**src/rtl/x_dcr_pkg.sv**
```systemverilog
// Shared types and helpers for the DCR register-bank slave.
package x_dcr_pkg;

    typedef enum logic [1:0] {
        ST_IDLE = 2'd0,
        ST_WAIT = 2'd1,
        ST_ACK  = 2'd2
    } dcr_state_e;

    localparam int DCR_MAX_WAIT = 15;
    localparam int DCR_MAX_REGS = 64;

    // Register index width; a single-register window still carries one index bit.
    function automatic int dcr_idx_w(input int n);
        return (n > 2) ? $clog2(n) : 1;
    endfunction

endpackage

```
**src/rtl/x_dcr_addr_decode.sv**
```systemverilog
// Window decode: flags addresses inside [BASE_ADDR, BASE_ADDR+NUM_REGS) and yields the slot index.
module x_dcr_addr_decode
    import x_dcr_pkg::*;
#(
    parameter int                    ABUS_WIDTH = 10,
    parameter int                    NUM_REGS   = 4,
    parameter logic [ABUS_WIDTH-1:0] BASE_ADDR  = '0
) (
    input  logic [0:ABUS_WIDTH-1]              i_abus,
    output logic                               o_hit,
    output logic [dcr_idx_w(NUM_REGS)-1:0]     o_idx
);

    localparam int IDX_W = dcr_idx_w(NUM_REGS);
    // Widened so BASE_ADDR+NUM_REGS cannot wrap at the top of the address space.
    localparam int EXT_W = ABUS_WIDTH + 8;

    logic [EXT_W-1:0] w_addr;
    logic [EXT_W-1:0] w_base;
    logic [EXT_W-1:0] w_off;

    assign w_addr = EXT_W'(i_abus);
    assign w_base = EXT_W'(BASE_ADDR);
    assign w_off  = w_addr - w_base;
    assign o_hit  = (w_addr >= w_base) && (w_off < EXT_W'(NUM_REGS));
    assign o_idx  = IDX_W'(w_off);

endmodule

```
**src/rtl/x_dcr_regbank.sv**
```systemverilog
// Parametrised DCR daisy-chain slave: register window with wait states, RO status slots and pass-through.
module x_dcr_regbank
    import x_dcr_pkg::*;
#(
    parameter int                    ABUS_WIDTH  = 10,
    parameter int                    DBUS_WIDTH  = 32,
    parameter int                    NUM_REGS    = 4,
    parameter logic [ABUS_WIDTH-1:0] BASE_ADDR   = '0,
    parameter int                    WAIT_STATES = 0,
    parameter logic [NUM_REGS-1:0]   RO_MASK     = '0,
    parameter logic [DBUS_WIDTH-1:0] RESET_VAL   = '0
) (
    input  logic                           CLK,
    input  logic                           RST,
    input  logic [0:ABUS_WIDTH-1]          DCRABUS,
    input  logic                           DCRREAD,
    input  logic                           DCRWRITE,
    input  logic [0:DBUS_WIDTH-1]          DCRDBUSIN,
    output logic [0:DBUS_WIDTH-1]          DCRDBUSOUT,
    output logic                           DCRACK,
    input  logic [NUM_REGS*DBUS_WIDTH-1:0] REGIN,
    output logic [NUM_REGS*DBUS_WIDTH-1:0] REGOUT,
    output logic [NUM_REGS-1:0]            REGWR,
    output logic                           PROTERR
);

    localparam int         IDX_W   = dcr_idx_w(NUM_REGS);
    localparam logic [3:0] WS_INIT = 4'((WAIT_STATES > 0) ? WAIT_STATES - 1 : 0);

    if (WAIT_STATES < 0 || WAIT_STATES > DCR_MAX_WAIT) begin : g_bad_ws
        $error("x_dcr_regbank: WAIT_STATES out of range");
    end
    if (NUM_REGS < 1 || NUM_REGS > DCR_MAX_REGS) begin : g_bad_nr
        $error("x_dcr_regbank: NUM_REGS out of range");
    end

    dcr_state_e            r_state;
    logic [3:0]            r_wcnt;
    logic [IDX_W-1:0]      r_idx;
    logic                  r_is_wr;
    logic                  r_ack;
    logic                  r_armed;
    logic                  r_proterr;
    logic [NUM_REGS-1:0]   r_regwr;
    logic [DBUS_WIDTH-1:0] r_regs [NUM_REGS];
    logic [DBUS_WIDTH-1:0] r_rdata;

    logic                  w_hit;
    logic [IDX_W-1:0]      w_idx;
    logic                  w_req;
    logic                  w_single;
    logic                  w_start;
    logic                  w_commit;
    logic [IDX_W-1:0]      w_cidx;
    logic                  w_cwr;

    x_dcr_addr_decode #(
        .ABUS_WIDTH (ABUS_WIDTH),
        .NUM_REGS   (NUM_REGS),
        .BASE_ADDR  (BASE_ADDR)
    ) u_decode (
        .i_abus (DCRABUS),
        .o_hit  (w_hit),
        .o_idx  (w_idx)
    );

    assign w_req    = DCRREAD | DCRWRITE;
    assign w_single = DCRREAD ^ DCRWRITE;
    // r_armed blocks a request that is still high from the previous transfer.
    assign w_start  = (r_state == ST_IDLE) && w_hit && w_single && r_armed;
    assign w_commit = (w_start && (WAIT_STATES == 0)) ||
                      ((r_state == ST_WAIT) && w_req && (r_wcnt == 4'd0));
    assign w_cidx   = (r_state == ST_IDLE) ? w_idx : r_idx;
    assign w_cwr    = (r_state == ST_IDLE) ? DCRWRITE : r_is_wr;

    always_ff @(posedge CLK or posedge RST) begin
        if (RST) begin
            r_state   <= ST_IDLE;
            r_wcnt    <= 4'd0;
            r_idx     <= '0;
            r_is_wr   <= 1'b0;
            r_ack     <= 1'b0;
            r_armed   <= 1'b1;
            r_proterr <= 1'b0;
        end else begin
            if (w_hit && DCRREAD && DCRWRITE) r_proterr <= 1'b1;
            case (r_state)
                ST_IDLE: begin
                    if (!w_req) r_armed <= 1'b1;
                    if (w_start) begin
                        r_idx   <= w_idx;
                        r_is_wr <= DCRWRITE;
                        r_wcnt  <= WS_INIT;
                        if (WAIT_STATES == 0) begin
                            r_state <= ST_ACK;
                            r_ack   <= 1'b1;
                            r_armed <= 1'b0;
                        end else begin
                            r_state <= ST_WAIT;
                        end
                    end
                end
                ST_WAIT: begin
                    if (!w_req) begin
                        r_state <= ST_IDLE;
                    end else if (r_wcnt == 4'd0) begin
                        r_state <= ST_ACK;
                        r_ack   <= 1'b1;
                        r_armed <= 1'b0;
                    end else begin
                        r_wcnt <= r_wcnt - 4'd1;
                    end
                end
                ST_ACK: begin
                    if (!w_req) begin
                        r_state <= ST_IDLE;
                        r_ack   <= 1'b0;
                    end
                end
                default: begin
                    r_state <= ST_IDLE;
                    r_ack   <= 1'b0;
                end
            endcase
        end
    end

    always_ff @(posedge CLK or posedge RST) begin
        if (RST) begin
            for (int i = 0; i < NUM_REGS; i++) r_regs[i] <= RESET_VAL;
            r_rdata <= '0;
            r_regwr <= '0;
        end else begin
            r_regwr <= '0;
            if (w_commit) begin
                if (w_cwr) begin
                    // Writes to RO slots are acknowledged but silently dropped.
                    if (!RO_MASK[w_cidx]) begin
                        r_regs[w_cidx]  <= DCRDBUSIN;
                        r_regwr[w_cidx] <= 1'b1;
                    end
                end else begin
                    r_rdata <= RO_MASK[w_cidx] ? REGIN[w_cidx*DBUS_WIDTH +: DBUS_WIDTH]
                                               : r_regs[w_cidx];
                end
            end
        end
    end

    for (genvar g = 0; g < NUM_REGS; g++) begin : g_regout
        assign REGOUT[g*DBUS_WIDTH +: DBUS_WIDTH] = RO_MASK[g] ? '0 : r_regs[g];
    end

    assign DCRDBUSOUT = (r_ack && !r_is_wr) ? r_rdata : DCRDBUSIN;
    assign DCRACK     = r_ack;
    assign REGWR      = r_regwr;
    assign PROTERR    = r_proterr;

endmodule

```
**config.mk**
```make
export PLATFORM = sky130hd
export DESIGN_NAME = x_dcr_regbank
export DESIGN_NICKNAME = d
export VERILOG_FILES = /design/src/rtl/x_dcr_pkg.sv /design/src/rtl/x_dcr_addr_decode.sv /design/src/rtl/x_dcr_regbank.sv
export SDC_FILE = /design/constraint.sdc
export NUM_CORES = 1
export LEC_CHECK = 0
export CORE_MARGIN = 4
export CORE_UTILIZATION = 46
export CTS_CLUSTER_DIAMETER = 120
export CTS_CLUSTER_SIZE = 16
export DETAILED_ROUTE_END_ITERATION = 8
export PLACE_DENSITY_LB_ADDON = 0.2
export SLEW_MARGIN = 20
export SYNTH_ARGS = -nofsm -noshare
export SYNTH_HDL_FRONTEND = slang
export SYNTH_SLANG_ARGS = --single-unit
```
**constraint.sdc**
```tcl
create_clock -name CLK -period 11.6 [get_ports CLK]
set_input_delay 1.16 -clock CLK [delete_from_list [all_inputs] [get_ports CLK]]
set_output_delay 1.16 -clock CLK [all_outputs]
set_load 0.01 [all_outputs]
```
==> flow_metrics.env <==
export IMPL_outcome="finished clean"
export IMPL_synth_area_leader_cell="dfrtp_1"
export IMPL_cts_root_buf="clkbuf_16"
export IMPL_io_pin_count=340
export IMPL_drtPass1Iterations=4
export IMPL_overflow=0
export IMPL_synthToLayoutAreaGrowth_pct=37.0
export IMPL_arrival_ns=4.52
export IMPL_cts_resized=0
export IMPL_ys_seq_elements=170
export IMPL_worst_slack_ns=7.39
export IMPL_drive_above_1_share=0.394
export IMPL_p_leak_nw=4.79
export IMPL_gp_congestion=0.780
export IMPL_grt_usage=0.213
export IMPL_finalHoldViolCount=0
export IMPL_route_detailed_drc=0
export IMPL_cp_data_required_time_ns=11.91
export IMPL_synthTopCellsByArea="dfrtp_1 (55%), mux2_2 (23%), mux4_2 (9.3%)"
export IMPL_r2r_slack_ns=8.28
export IMPL_post_place_ws_ns=6.93
export IMPL_cts_tree="yes"
export IMPL_async_flop_share=1.00
export IMPL_port_buffers=211
export IMPL_final_util=0.640
export IMPL_routed_wl_mm=19.6
export IMPL_skew_ns=0.00714
export IMPL_rows=47
export IMPL_wl_per_cell_um=21.8
export IMPL_yosys_top_cells_count="dfrtp_1 (169), mux2_2 (158), mux4_2 (32)"
export IMPL_grt_max_degree=87
export IMPL_die_area_sq_mm=0.0189
export IMPL_diodes=0
export IMPL_die_x_um=138
export IMPL_drtIter0Drc=181
export IMPL_die_y_um=138
export IMPL_synth_seq_area_share=0.551
export IMPL_fillers=1195
export IMPL_syn_area_per_cell_sq_um=16.9
export IMPL_cts_num_sinks=170
export IMPL_numCtsBuffers=17
export IMPL_grt_pass1_vias=5288
export IMPL_worstMarginPinSlew_ns=1.06
export IMPL_core_area_sq_mm=0.0165
export IMPL_netlist_area_sq_mm=0.00772
export IMPL_maxSlewViolCount=0
export IMPL_synth_top_area_share=0.548
export IMPL_hold_buffers=0
export IMPL_power_density_mw_per_mm2=117
export IMPL_peakVddDrop_v=0.0000990
export IMPL_place_hpwl_mm=12.7
export IMPL_yosysWarnings=0
export IMPL_ys_flop_type="dfrtp_1"
export IMPL_path_class="input pin to flip-flop"
export IMPL_drt_vias_per_instance=5.34
export IMPL_maxSlewHeadroom=0.293
export IMPL_path_max_fanout=18
export IMPL_start_kind="input pin"
export IMPL_grt_antenna_before_repair=0
export IMPL_path_clk_slew_ns=0.06
export IMPL_clk_path_buf_depth=2
export IMPL_setup_tns_ns=0
export IMPL_synth_cell_types=25
export IMPL_clock_fmax_ghz=0.238
export IMPL_clock_latency_ns=0.43
export IMPL_cts_htree_levels=4
export IMPL_period_needed_ns=4.21
export IMPL_synthCells=457
export IMPL_grt_pass1_wl_mm=29.9
export IMPL_synth_most_common_cell="dfrtp_1"
export IMPL_final_nets=844
export IMPL_drv_cap=0
export IMPL_fin_crit_sh=0.363
export IMPL_start_util=0.467
export IMPL_cts_setup_buffers=0
export IMPL_syn_num_nets=632
export IMPL_hold_path_class="flip-flop to flip-flop"
export IMPL_num_vias=4816
export IMPL_setup_viol=0
export IMPL_end_kind="flip-flop"
export IMPL_synth_edf_count=0
export IMPL_total_power_w=0.00123
export IMPL_ant_nets=0
export IMPL_rsz0062_at_grt="false"
==> flip-flops by register name, summed over array words and instances (netlist names) <==
signal and flops:
REGOUT 128, r_rdata 32, REGWR 4, r_idx 2, PROTERR 1, r_armed 1
r_is_wr 1, r_state 1
==> worst paths after layout <==
| check | startpoint | cells after the start | endpoint |
|---|---|---|---|
| setup / recovery | DCRABUS[3] | 6 | REGOUT[115] |
| hold / removal | PROTERR | 2 | PROTERR |
| setup reg to reg | r_state[1] | 5 | REGOUT[115] |
| hold reg to reg | PROTERR | 2 | PROTERR |
| max in group asynchronous | RST | 3 | REGOUT[5] |
| min in group asynchronous | RST | 2 | REGOUT[73] |
==> power breakdown <==
part           internal [W]  total (W)  switching [W]
Sequential         0.000597   0.000601     0.00000359
Combinational     0.0000464  0.0000905      0.0000441
Clock              0.000311   0.000543       0.000232
==> per-stage QoR <==
step / hold WS, ns / area (sq um) / cells
after global routing: 0.505 / 10600 / 902
after detailed placement: 0.456 / 10000 / 870
final: 0.473 / 10600 / 902
after CTS: 0.475 / 10600 / 902
after floorplan: 0.460 / 7720 / 457
after global placement: 0.451 / 10000 / 870
==> cell families (layout without fill, tap and decap cells) <==
kind of cell / after synthesis / after routing / synth area share
fa+ha+maj: 1 / 1 / 0.00162
mux: 229 / 229 / 0.395
simple gates: 22 / 22 / 0.0206
flops: 170 / 170 / 0.551
buf+inv: 31 / 256 / 0.0282
compound gates: 4 / 4 / 0.00340
==> area by class of cell <==
cell class	count	area, sq um	area share
clock buffers	21	470	0.0445
clock inverters	11	96.3	0.00911
inverters	5	23.8	0.00225
multi-input cells	256	3280	0.310
flip-flops and latches	170	4260	0.402
well taps	220	275	0.0260
repair buffers	219	2180	0.206
==> cell usage in the layout (no fill, tap or decap), types with 4 or more instances in the layout <==
master and n:
inv_1 4, dfrtp_1 169, clkdlybuf4s50_1 211, mux2_2 158
mux2_1 7, clkbuf_16 17, nand2_1 6, buf_4 7
clkinv_2 5, mux2_4 29, nor3_4 4, mux4_2 32
nor3_1 4
==> metal layers <==
| metal | wire, um | share of wire | global-route usage |
|---|---|---|---|
| met2 | 9140 | 0.47 | 0.330 |
| met5 | 0 | 0 | 0 |
| met3 | 1740 | 0.089 | 0.0811 |
| met4 | 284 | 0.014 | 0.0649 |
| met1 | 8460 | 0.43 | 0.279 |
==> critical path: stages <==
cell and delay, ns:
clkdlybuf4s50_1 0.39, or4_1 0.59, or4_1 0.73, nor3_4 0.80, buf_4 0.45, mux2_2 0.38
Power figures use the tool's default switching activity.
